[src/rtl/imm_ext_pipe.sv]
// Pipelined immediate extender (sign/zero/upper/branch) behind a valid/ready skid buffer.
// Optional beat/stall counters are enabled by defining IMM_EXT_STATS_EN.

module imm_ext_core #(
    parameter int IN_W  = 16,
    parameter int OUT_W = 32
) (
    input  logic [IN_W-1:0]  imm,
    input  logic [1:0]       mode,
    output logic [OUT_W-1:0] res
);
    logic [OUT_W-1:0] sext;

    always_comb begin
        sext = {{(OUT_W-IN_W){imm[IN_W-1]}}, imm};
        res  = sext;
        case (mode)
            2'b00: res = sext;
            2'b01: res = {{(OUT_W-IN_W){1'b0}}, imm};
            2'b10: res = {imm, {(OUT_W-IN_W){1'b0}}};
            2'b11: res = {sext[OUT_W-3:0], 2'b00};
            default: res = sext;
        endcase
    end
endmodule

module imm_ext_pipe #(
    parameter int IN_W  = 16,
    parameter int OUT_W = 32
) (
    input  logic             clk,
    input  logic             rst_n,
    input  logic             in_valid,
    output logic             in_ready,
    input  logic [IN_W-1:0]  in_imm,
    input  logic [1:0]       in_mode,
    output logic             out_valid,
    input  logic             out_ready,
    output logic [OUT_W-1:0] out_res,
`ifdef IMM_EXT_STATS_EN
    output logic [15:0]      beat_cnt,
    output logic [15:0]      stall_cnt,
`endif
    output logic [1:0]       out_mode
);
    if (IN_W < 2) begin : g_bad_in_w
        $error("imm_ext_pipe: IN_W must be >= 2");
    end
    if (OUT_W < IN_W + 2) begin : g_bad_out_w
        $error("imm_ext_pipe: OUT_W must be >= IN_W+2");
    end

    typedef struct packed {
        logic [1:0]       mode;
        logic [OUT_W-1:0] res;
    } beat_t;

    beat_t            in_beat, out_q, skid_q;
    logic             out_vld, skid_vld;
    logic [OUT_W-1:0] ext_res;
    logic             acc, pop;

    imm_ext_core #(.IN_W(IN_W), .OUT_W(OUT_W)) u_core (
        .imm  (in_imm),
        .mode (in_mode),
        .res  (ext_res)
    );

    assign in_beat   = '{mode: in_mode, res: ext_res};
    assign in_ready  = !skid_vld;
    assign acc       = in_valid && in_ready;
    assign pop       = out_vld && out_ready;
    assign out_valid = out_vld;
    assign out_res   = out_q.res;
    assign out_mode  = out_q.mode;

    // Skid only fills when the output register is held; it drains first so order is kept.
    always_ff @(posedge clk or negedge rst_n) begin
        if (!rst_n) begin
            out_vld  <= 1'b0;
            skid_vld <= 1'b0;
            out_q    <= '0;
            skid_q   <= '0;
        end else if (!out_vld || pop) begin
            if (skid_vld) begin
                out_q    <= skid_q;
                out_vld  <= 1'b1;
                skid_vld <= 1'b0;
            end else if (acc) begin
                out_q   <= in_beat;
                out_vld <= 1'b1;
            end else begin
                out_vld <= 1'b0;
            end
        end else if (acc) begin
            skid_q   <= in_beat;
            skid_vld <= 1'b1;
        end
    end

`ifdef IMM_EXT_STATS_EN
    always_ff @(posedge clk or negedge rst_n) begin
        if (!rst_n) begin
            beat_cnt  <= '0;
            stall_cnt <= '0;
        end else begin
            if (pop)
                beat_cnt <= beat_cnt + 16'd1;
            if (out_vld && !out_ready && stall_cnt != 16'hFFFF)
                stall_cnt <= stall_cnt + 16'd1;
        end
    end
`endif
endmodule

[config.mk]
export PLATFORM = sky130hd
export DESIGN_NAME = imm_ext_pipe
export DESIGN_NICKNAME = d
export VERILOG_FILES = /design/src/rtl/imm_ext_pipe.sv
export SDC_FILE = /design/constraint.sdc
export NUM_CORES = 1
export LEC_CHECK = 0
export BUFFER_PORTS_ARGS = -buffer_cell sky130_fd_sc_hd__buf_2
export CAP_MARGIN = 20
export CORE_UTILIZATION = 50
export DETAILED_ROUTE_END_ITERATION = 10
export PLACE_DENSITY = 0.72
export SLEW_MARGIN = 20
export SYNTH_ARGS = -nofsm -noshare
export SYNTH_HDL_FRONTEND = slang
export SYNTH_HIERARCHICAL = 1
export SYNTH_SLANG_ARGS = --single-unit
export TNS_END_PERCENT = 1
[constraint.sdc]
create_clock -name clk -period 1.8 [get_ports clk]
set_input_delay 0.09 -clock clk [delete_from_list [all_inputs] [get_ports clk]]
set_output_delay 0.09 -clock clk [all_outputs]
set_load 0.01 [all_outputs]
# After elaboration in Yosys (flattened, before gate mapping)
# Cells that the tools add are included.
# W data, S select, Z words.
[word_totals]
ff_bits = 70
word_cells = 27
[op_classes]
eq_ne = 3
n_mux = 7
n_bitwise = 1
reduce_logical = 10
[ops]
columns = ["operator", "count"]
rows = [
  ["$pmux W32 S4", 1],
  ["$mux W34", 2],
  ["$eq A2 B2 Y1 const B", 2],
  ["$mux W1", 4],
  ["$reduce_and A2 Y1", 2],
  ["$reduce_bool A2 Y1", 2],
  ["$eq A2 B1 Y1 const B", 1],
  ["$logic_and A1 B1 Y1", 2],
  ["$logic_not A1 Y1", 2],
  ["$logic_not A2 Y1", 1],
  ["$logic_or A1 B1 Y1", 1],
  ["$not A1 Y1", 1],
]

# Depth between registers and ports, before layout
# Gate-level depths: netlist of run 1.
[depth]
depth_word = 4
depth_mapped = 6

# Modules after synthesis
# The synthesis of run 1 kept the hierarchy.
[by_module_without_submodules]
columns = ["module", "instances", "cells_each", "area_each_um2", "seq_area_each_um2"]
rows = [
  ["imm_ext_pipe", 1, 190, 3061.7, 1751.7],
  ["imm_ext_core", 1, 60, 511.7, 0.0],
]

# Worst setup path after synthesis of run 1
# No wires, ideal clock.
[synth_path]
kind = "register to register"
from = "register out_vld (netlist: out_valid)"
to = "register skid_q[32] (netlist bit)"
setup_ns = 0.125
arrival_ns = 1.360
slack_ns = 0.315
path_stages_with_launch = 5
path_buffers = 1
cell_sequence = "dfrtp_1 -> nand2b_4 -> nor3b_4 -> buf_6 -> mux2_2"
[synth_between]
elab_chain_cells = 4
elab_cells_between_ends = 5
[synth_lines]
columns = ["item", "line_no", "source"]
rows = [
  ["start: declaration", "59", "logic out_vld, skid_vld;"],
  ["start signal: assignment", "80", "out_vld <= 1'b0;"],
  ["start signal: assignment", "87", "out_vld <= 1'b1;"],
  ["start signal: assignment", "91", "out_vld <= 1'b1;"],
  ["$logic_not A1 Y1 / $logic_and A1 B1 Y1 (equally long branches)", "84, 72", ""],
  ["$logic_or A1 B1 Y1 (*)", "84", "end else if (!out_vld || pop) begin"],
  ["$not A1 Y1 (no source line) (*)", "-", ""],
  ["$reduce_and A2 Y1 (no source line) (*)", "-", ""],
  ["end signal: assignment", "96", "skid_q <= in_beat;"],
  ["end: declaration", "58", "beat_t in_beat, out_q, skid_q;"],
]
# Every way passes the cells marked *; elsewhere a longest branch is shown, timed or not.
# A chain may end at the register's enable or synchronous reset.

# Worst setup path in the final report of run 1
[layout_path]
from = "register skid_vld"
to = "register out_q, in the netlist out_res[16]"
[layout_between]
elab_chain_cells = 4
elab_cells_between_ends = 5
[layout_lines]
columns = ["item", "line_no", "source"]
rows = [
  ["start: declaration", "59", ""],
  ["start signal: assignment", "81", "skid_vld <= 1'b0;"],
  ["start signal: assignment", "88", "skid_vld <= 1'b0;"],
  ["start signal: assignment", "97", "skid_vld <= 1'b1;"],
  ["$logic_not A1 Y1", "70", "assign in_ready = !skid_vld;"],
  ["$logic_and A1 B1 Y1", "71", "assign acc = in_valid && in_ready;"],
  ["$reduce_bool A2 Y1 (no source line)", "-", ""],
  ["$reduce_and A2 Y1 (no source line)", "-", ""],
  ["end signal: assignment", "86", "out_q <= skid_q;"],
  ["end signal: assignment", "90", "out_q <= in_beat;"],
  ["end: declaration", "58", ""],
]
# Parallel ways exist; a longest one is shown, timed or not.

==> summary.md, run 1 <==
| Metric | Value |
|---|---|
| Synthesized area | 3570 um2 |
| Prevailing post-synth register cell | dfrtp_1 |
| Final instance area | between 4000 and 5000 um2 |
| Gr ovfl total | 0 |
| First-pass GRT wire length | 11.1 mm |
| Sum of negative setup slack | 0 ps |
| Final Max Tran Viols | 0 |
| Hold Crit Start | out_ready |
| Sw frac | between 20% and 30% |
| Xor/xnor share of the synthesized area | 0% |
| H-tree lvl count | 3 |
| Most frequent cells in the layout | mux2_2, dfrtp_1, buf_2 |
| Worst setup path class | reg2reg |
| Fin worst setup slack | 251 ps |
| Largest family of logic cells by synthesized area | multiplexers |
| Clk_lat worst skew | 330 ps |
| Vias | 2170 |
| Starting Density | 52.3% |
| Pint | 3.24 mW |
| FF+latch count, synth | 70 |
| Worst Path Arrival | 1770 ps |
| Adder-Cell Fraction of Synth Area | 0% |
| DIE HEIGHT | 86.5 um |
| Drt pass-1 iters | 4 |
| EDFF count, synth | 0 |
| Leak | around 1.9 nW |
| Core Util, Final | 59.8% |
| Commonest non-fill, non-tap cell in the layout | mux2_2 |
| Final ANT Viol Nets | 0 |
| Clk slew on worst S/H paths | approximately 70 ps |
| Post-synth ARST share | 100% |
| Clock power share | between 20% and 30% |
| Status | finished clean |
| Synth Area in Simple Gates | 2.84% |
| IO Count | 58 |
| Clock skew | 6.19 ps |
| Relative slew slack | 70.8% |
| Placed Area | approximately 3900 um2 |
| HP Class | in2reg |
| CTS tree | yes |
| RSZ-0062 raised after global routing | false |
| Finished Layout Cells | 409 |
| Initial antenna violation count | 0 |
| Worst setup startpoint | skid_vld |
| Global Route Usage Sum | between 15 and 20% |
| Switching pwr | 1.22 mW |
| Seq/Total Area, Yosys | roughly 50% |
| Slew @ Worst Pin | 437 ps |
| Drt total wl | 6.61 mm |
| Remaining DRCs | 0 |
| WP data required | 2020 ps |
| WL per Instance | around 16 um |
| Post-CTS setup buffer count | 0 |
| Crit path max fanout | 20 |
| DP Cell Count | 392 |
| Dpl ws | 181 ps |
| DIE WIDTH | 86.5 um |
| Mapped Nets | 272 |
| Number of synthesis warnings | 6 |
| Reg2reg start | skid_vld |
| HPWL Detailed | 4.50 mm |
| Post_cts resized | 0 |
| Number of cell rows | 30 |
| NumNets Final | 331 |
| Post-synthesis mux area share | 36.3% |
| Endpoints failing setup | 0 |
| Share of post-route cells with drive strength above 1 | 62.0% |
| N_diodes | 0 |
| Core Region | between 6000 and 7000 um2 |
| Power per cell area | 1090 nW/um2 |
| Crit share post-route | 86.1% |
| Synth-to-Final Area Change | 14.4% |
| Final hold violations | 0 |
| Syn_area_per_cell | 14.3 um2 |
| Max Cap Viol | 0 |
| Compound-Gate Fraction of Synth Area | 5.95% |
| Comb pwr share | 24.8% |
| Via-to-Cell Ratio | 5.31 |
| Peak Freq | 646 MHz |
| Sequential share of power | 47.6% |
| Peak VDD IR | around 630 uV |
| Synth unique cells | 26 |
| Crit path time final | 1550 ps |
| Initial DRC count | 87 |
| Die area | 7490 um2 |
| TritonCTS Buffers | 9 |
| Worst Setup End Kind | flop |
| Vias in the first global route | about 2300 |
| Crit start category | flop |
| Largest net degree at the start of global routing | 71 |
| Clock sink total | 70 |
| CTS root buffer | clkbuf_8 |
| Clock buffer depth | 2 |
| # port buffers | 57 |
| GPL Wtd Cong | 0.737 |
| Syn Inst Count | 250 |
==> metrics by stage <==
stage,total power [mW],hold slack (ps)
2_1_floorplan,2.90,-206
3_3_place_gp,3.23,148
3_5_place_dp,3.26,148
4_1_cts,4.50,35.2
5_1_grt,4.70,49.4
6_report,4.45,49.2
==> area by class of cell <==
type                       count  area [um2]
timing repair buffer          68         398
multi-input combinational    158        1620
sequential                    70        1750
tap                           96         120
fill                         577        2750
clock inverter                 4        47.5
clock buffer                  11         141
inverter                       2        7.51
==> critical path, stage by stage, from the launching register on <==
cell	delay (ps)
dfrtp_1	450
buf_4	330
mux2_2	390
mux2_2	260
==> worst paths after layout <==
check / end / slack (ps) / cells past startpoint
worst max-delay path: out_res[16] / 250 / 3
worst max register to register: out_res[16] / 250 / 3
min in group asynchronous: out_valid / 320 / 3
worst min register to register: out_res[5] / 500 / 1
worst min-delay path: skid_vld / 50 / 3
max in group asynchronous: skid_q[20] / 1190 / 3
==> registers in the layout, summed over array words and instances, names as in the netlist <==
signal,count
skid_q,34
out_res,32
out_mode,2
out_valid,1
skid_vld,1
==> power groups by stage <==
stage	registers, mW	clock network (mW)	logic (mW)
2_1_floorplan	2.22	0	0.680
3_3_place_gp	2.14	0	1.10
3_5_place_dp	2.15	0	1.11
4_1_cts	2.12	1.26	1.12
5_1_grt	2.17	1.33	1.20
6_report	2.12	1.23	1.10
==> repair_timing <==
item | CTS | global route
hold buffers | 2 | 0
endpoints found under the setup margin | 0 | 0
endpoints found under the hold margin | 71 | 0
==> per-layer routing <==
layer	global-route usage, %	vias to the layer above	share of wire [%]	routed length (um)
met4	7.42	0	1.3	88
met1	25.8	1099	47	3110
met5	0	-	0	0
met2	31.5	38	49	3210
li1	-	1025	-	-
met3	4.19	8	3.0	200
==> synthesized netlist by cell type, drive strengths merged (2+ instances only) <==
master	count	share of area [%]
and2b	2	0.49
o21ai	15	2.2
dfrtp	70	49
mux2i	15	4.2
nor2	2	0.28
a22o	14	3.5
clkbuf	2	0.60
mux2	102	32
nand3	2	0.63
inv	2	0.21
buf	17	4.7
==> logic make-up (layout without fill, tap and decap cells) <==
group / count (synthesis) / in the layout
DFF: 70 / 70
muxes: 117 / 117
and+or+nand+nor: 11 / 11
buffers and inverters: 22 / 85
AOI/OAI and AO/OA: 30 / 30
No activity file was read; power rests on OpenSTA's default activity.
==> inputs of run 2 (changes only) <==
Clock period 1.8 ns to 1.65 ns, I/O delays scaled along.
==> run 2 against run 1 <==
Combinational power is 12% higher. Total power is 12% higher. Utilization is 0.75 points higher. Worst setup slack worse by 94 ps. Count of clock-buffer cells in the layout is 1 lower. Highest routed layer unchanged. Clock power is 18% higher. Largest cell class unchanged.
==> summary.md, run 2 (synthesized netlist as in run 1, its figures left out) <==
| Metric | Value |
|---|---|
| Status | finished clean (unchanged) |
| Initial antenna violation count | 0 (unchanged) |
| Most frequent cells in the layout | mux2_2, dfrtp_1, buf_2 (unchanged) |
| Largest net degree at the start of global routing | 71 (unchanged) |
| Worst Setup End Kind | flop (unchanged) |
| Vias | 2157 (was 2170) |
| Final Max Tran Viols | 0 (unchanged) |
| Initial DRC count | 60 (was 87) |
| CTS root buffer | clkbuf_8 (unchanged) |
| WP data required | 1870 ps (was 2020 ps) |
| # port buffers | 57 (unchanged) |
| Power per cell area | 1210 nW/um2 (was 1090 nW/um2) |
| Register Area | 1750 um2 (unchanged) |
| Max reg flops | 34 (unchanged) |
| Crit share post-route | 90.5% (was 86.1%) |
| Slew @ Worst Pin | 428 ps (was 437 ps) |
| Commonest non-fill, non-tap cell in the layout | mux2_2 (unchanged) |
| DIE WIDTH | 86.5 um (unchanged) |
| Via-to-Cell Ratio | 5.27 (was 5.31) |
| Drt total wl | 6.62 mm (was 6.61 mm) |
| HPWL Detailed | 4.54 mm (was 4.50 mm) |
| Crit path cell chain | buf_12 -> mux2_2 -> mux2_2 (was buf_4 -> mux2_2 -> mux2_2) |
| Crit path largest cell delay | 470 ps (was 450 ps) |
| Final ANT Viol Nets | 0 (unchanged) |
| TritonCTS Buffers | 9 (unchanged) |
| IO Count | 58 (unchanged) |
| Clk_lat worst skew | 340 ps (was 330 ps) |
| Slowest CP cell | dfrtp_1 (unchanged) |
| Crit start category | flop (unchanged) |
| Leak | 1.95 nW (was 1.93 nW) |
| Final hold violations | 0 (unchanged) |
| Number of cell rows | 30 (unchanged) |
| H-tree lvl count | 3 (unchanged) |
| CTS tree | yes (unchanged) |
| Post_cts resized | 0 (unchanged) |
| Peak Freq | 670 MHz (was 646 MHz) |
| Clock sink total | 70 (unchanged) |
| Reg with most FFs | skid_q (unchanged) |
| RSZ-0062 raised after global routing | false (unchanged) |
| Finished Layout Cells | 409 (unchanged) |
| # hold bufs at CTS | 2 (unchanged) |
| GPL Wtd Cong | 0.743 (was 0.737) |
| Sum of negative setup slack | 0 ps (unchanged) |
| Core Util, Final | 60.6% (was 59.8%) |
| Core Region | 6830 um2 (unchanged) |
| Most used cell, CP | mux2_2 (unchanged) |
| Remaining DRCs | 0 (unchanged) |
| WL per Instance | 16.2 um (about the same) |
| Endpoints failing setup | 0 (unchanged) |
| Worst setup path class | reg2reg (unchanged) |
| Post-CTS setup buffer count | 0 (unchanged) |
| Gr ovfl total | 0 (unchanged) |
| Global Route Usage Sum | 19.9% (was 19.5%) |
| N_diodes | 0 (unchanged) |
| Crit path max fanout | 35 (was 20) |
| Clk slew on worst S/H paths | 70 ps (about the same) |
| Crit path time final | 1490 ps (was 1550 ps) |
| Clock buffer depth | 2 (unchanged) |
| Vias in the first global route | 2188 (was 2254) |
| Relative slew slack | 71.4% (was 70.8%) |
| Synth-to-Final Area Change | 15.8% (was 14.4%) |
| First-pass GRT wire length | 11.2 mm (was 11.1 mm) |
| Filler cells | 590 (was 577) |
| Die area | 7490 um2 (unchanged) |
| HP Class | in2reg (unchanged) |
| Worst Path Arrival | 1710 ps (was 1770 ps) |
| Drt pass-1 iters | 4 (unchanged) |
| DP Cell Count | 392 (unchanged) |
| Clock skew | 7.80 ps (was 6.19 ps) |
| Peak VDD IR | 596 uV (was 635 uV) |
| Share of post-route cells with drive strength above 1 | 62.0% (unchanged) |
| DIE HEIGHT | 86.5 um (unchanged) |
| Area of the multi-input gates | 1620 um2 (unchanged) |
| Starting Density | 52.3% (unchanged) |
| Max Cap Viol | 0 (unchanged) |
| NumNets Final | 331 (unchanged) |
## run 2: stage by stage
| step | worst slack [ps] | power (mW) | instance area (um2) | hold slack (ps) |
|---|---|---|---|---|
| floorplan | 165 | 3.16 | 3570 | -213 |
| global placement | 174 | 3.54 | 3920 | 141 |
| detailed placement | 150 | 3.59 | 3920 | 140 |
| CTS | 158 | 5.05 | 4140 | 28.4 |
| global route | 117 | 5.27 | 4140 | 34.6 |
| finish | 157 | 4.99 | 4140 | 34.6 |
## run 2: cell type report
cell class	instances	share of cell area, %
multi-input cells	158	39.2
clock buffers	10	3.08
clock inverters	5	1.81
well taps	96	2.90
inverters	2	0.181
flip-flops and latches	70	42.3
repair buffers	68	10.5
## run 2: final timing paths
check,startpoint,to,slack [ps],depth (start not counted)
setup / recovery,skid_vld,out_res[12],160,3
hold / removal,out_ready,skid_vld,30,3
setup reg to reg,skid_vld,out_res[12],160,3
hold reg to reg,out_res[0],out_res[0],500,1
max in group asynchronous,rst_n,skid_q[21],1050,3
min in group asynchronous,rst_n,out_mode[1],300,3
## run 2: per-layer routing
metal / vias to the layer above / GRT usage [%] / part of all wire, %
met5: - / 0 / 0
met1: 1080 / 27.5 / 47
met4: 0 / 8.48 / 1.7
met3: 11 / 4.38 / 3.1
met2: 35 / 30.4 / 48
li1: 1031 / - / -
## run 2: critical path: cells and delay by family (launching register included)
| family | cells | cell delay, ps |
|---|---|---|
| buffers and inverters | 1 | 260 |
| DFF | 1 | 470 |
| muxes | 2 | 640 |
## run 2: power by group
part | total [mW] | switching, mW | internal (mW) | leakage [nW]
Combinational | 1.23 | 0.530 | 0.696 | 0.977
Clock | 1.45 | 0.612 | 0.836 | 0.106
Sequential | 2.32 | 0.195 | 2.12 | 0.872
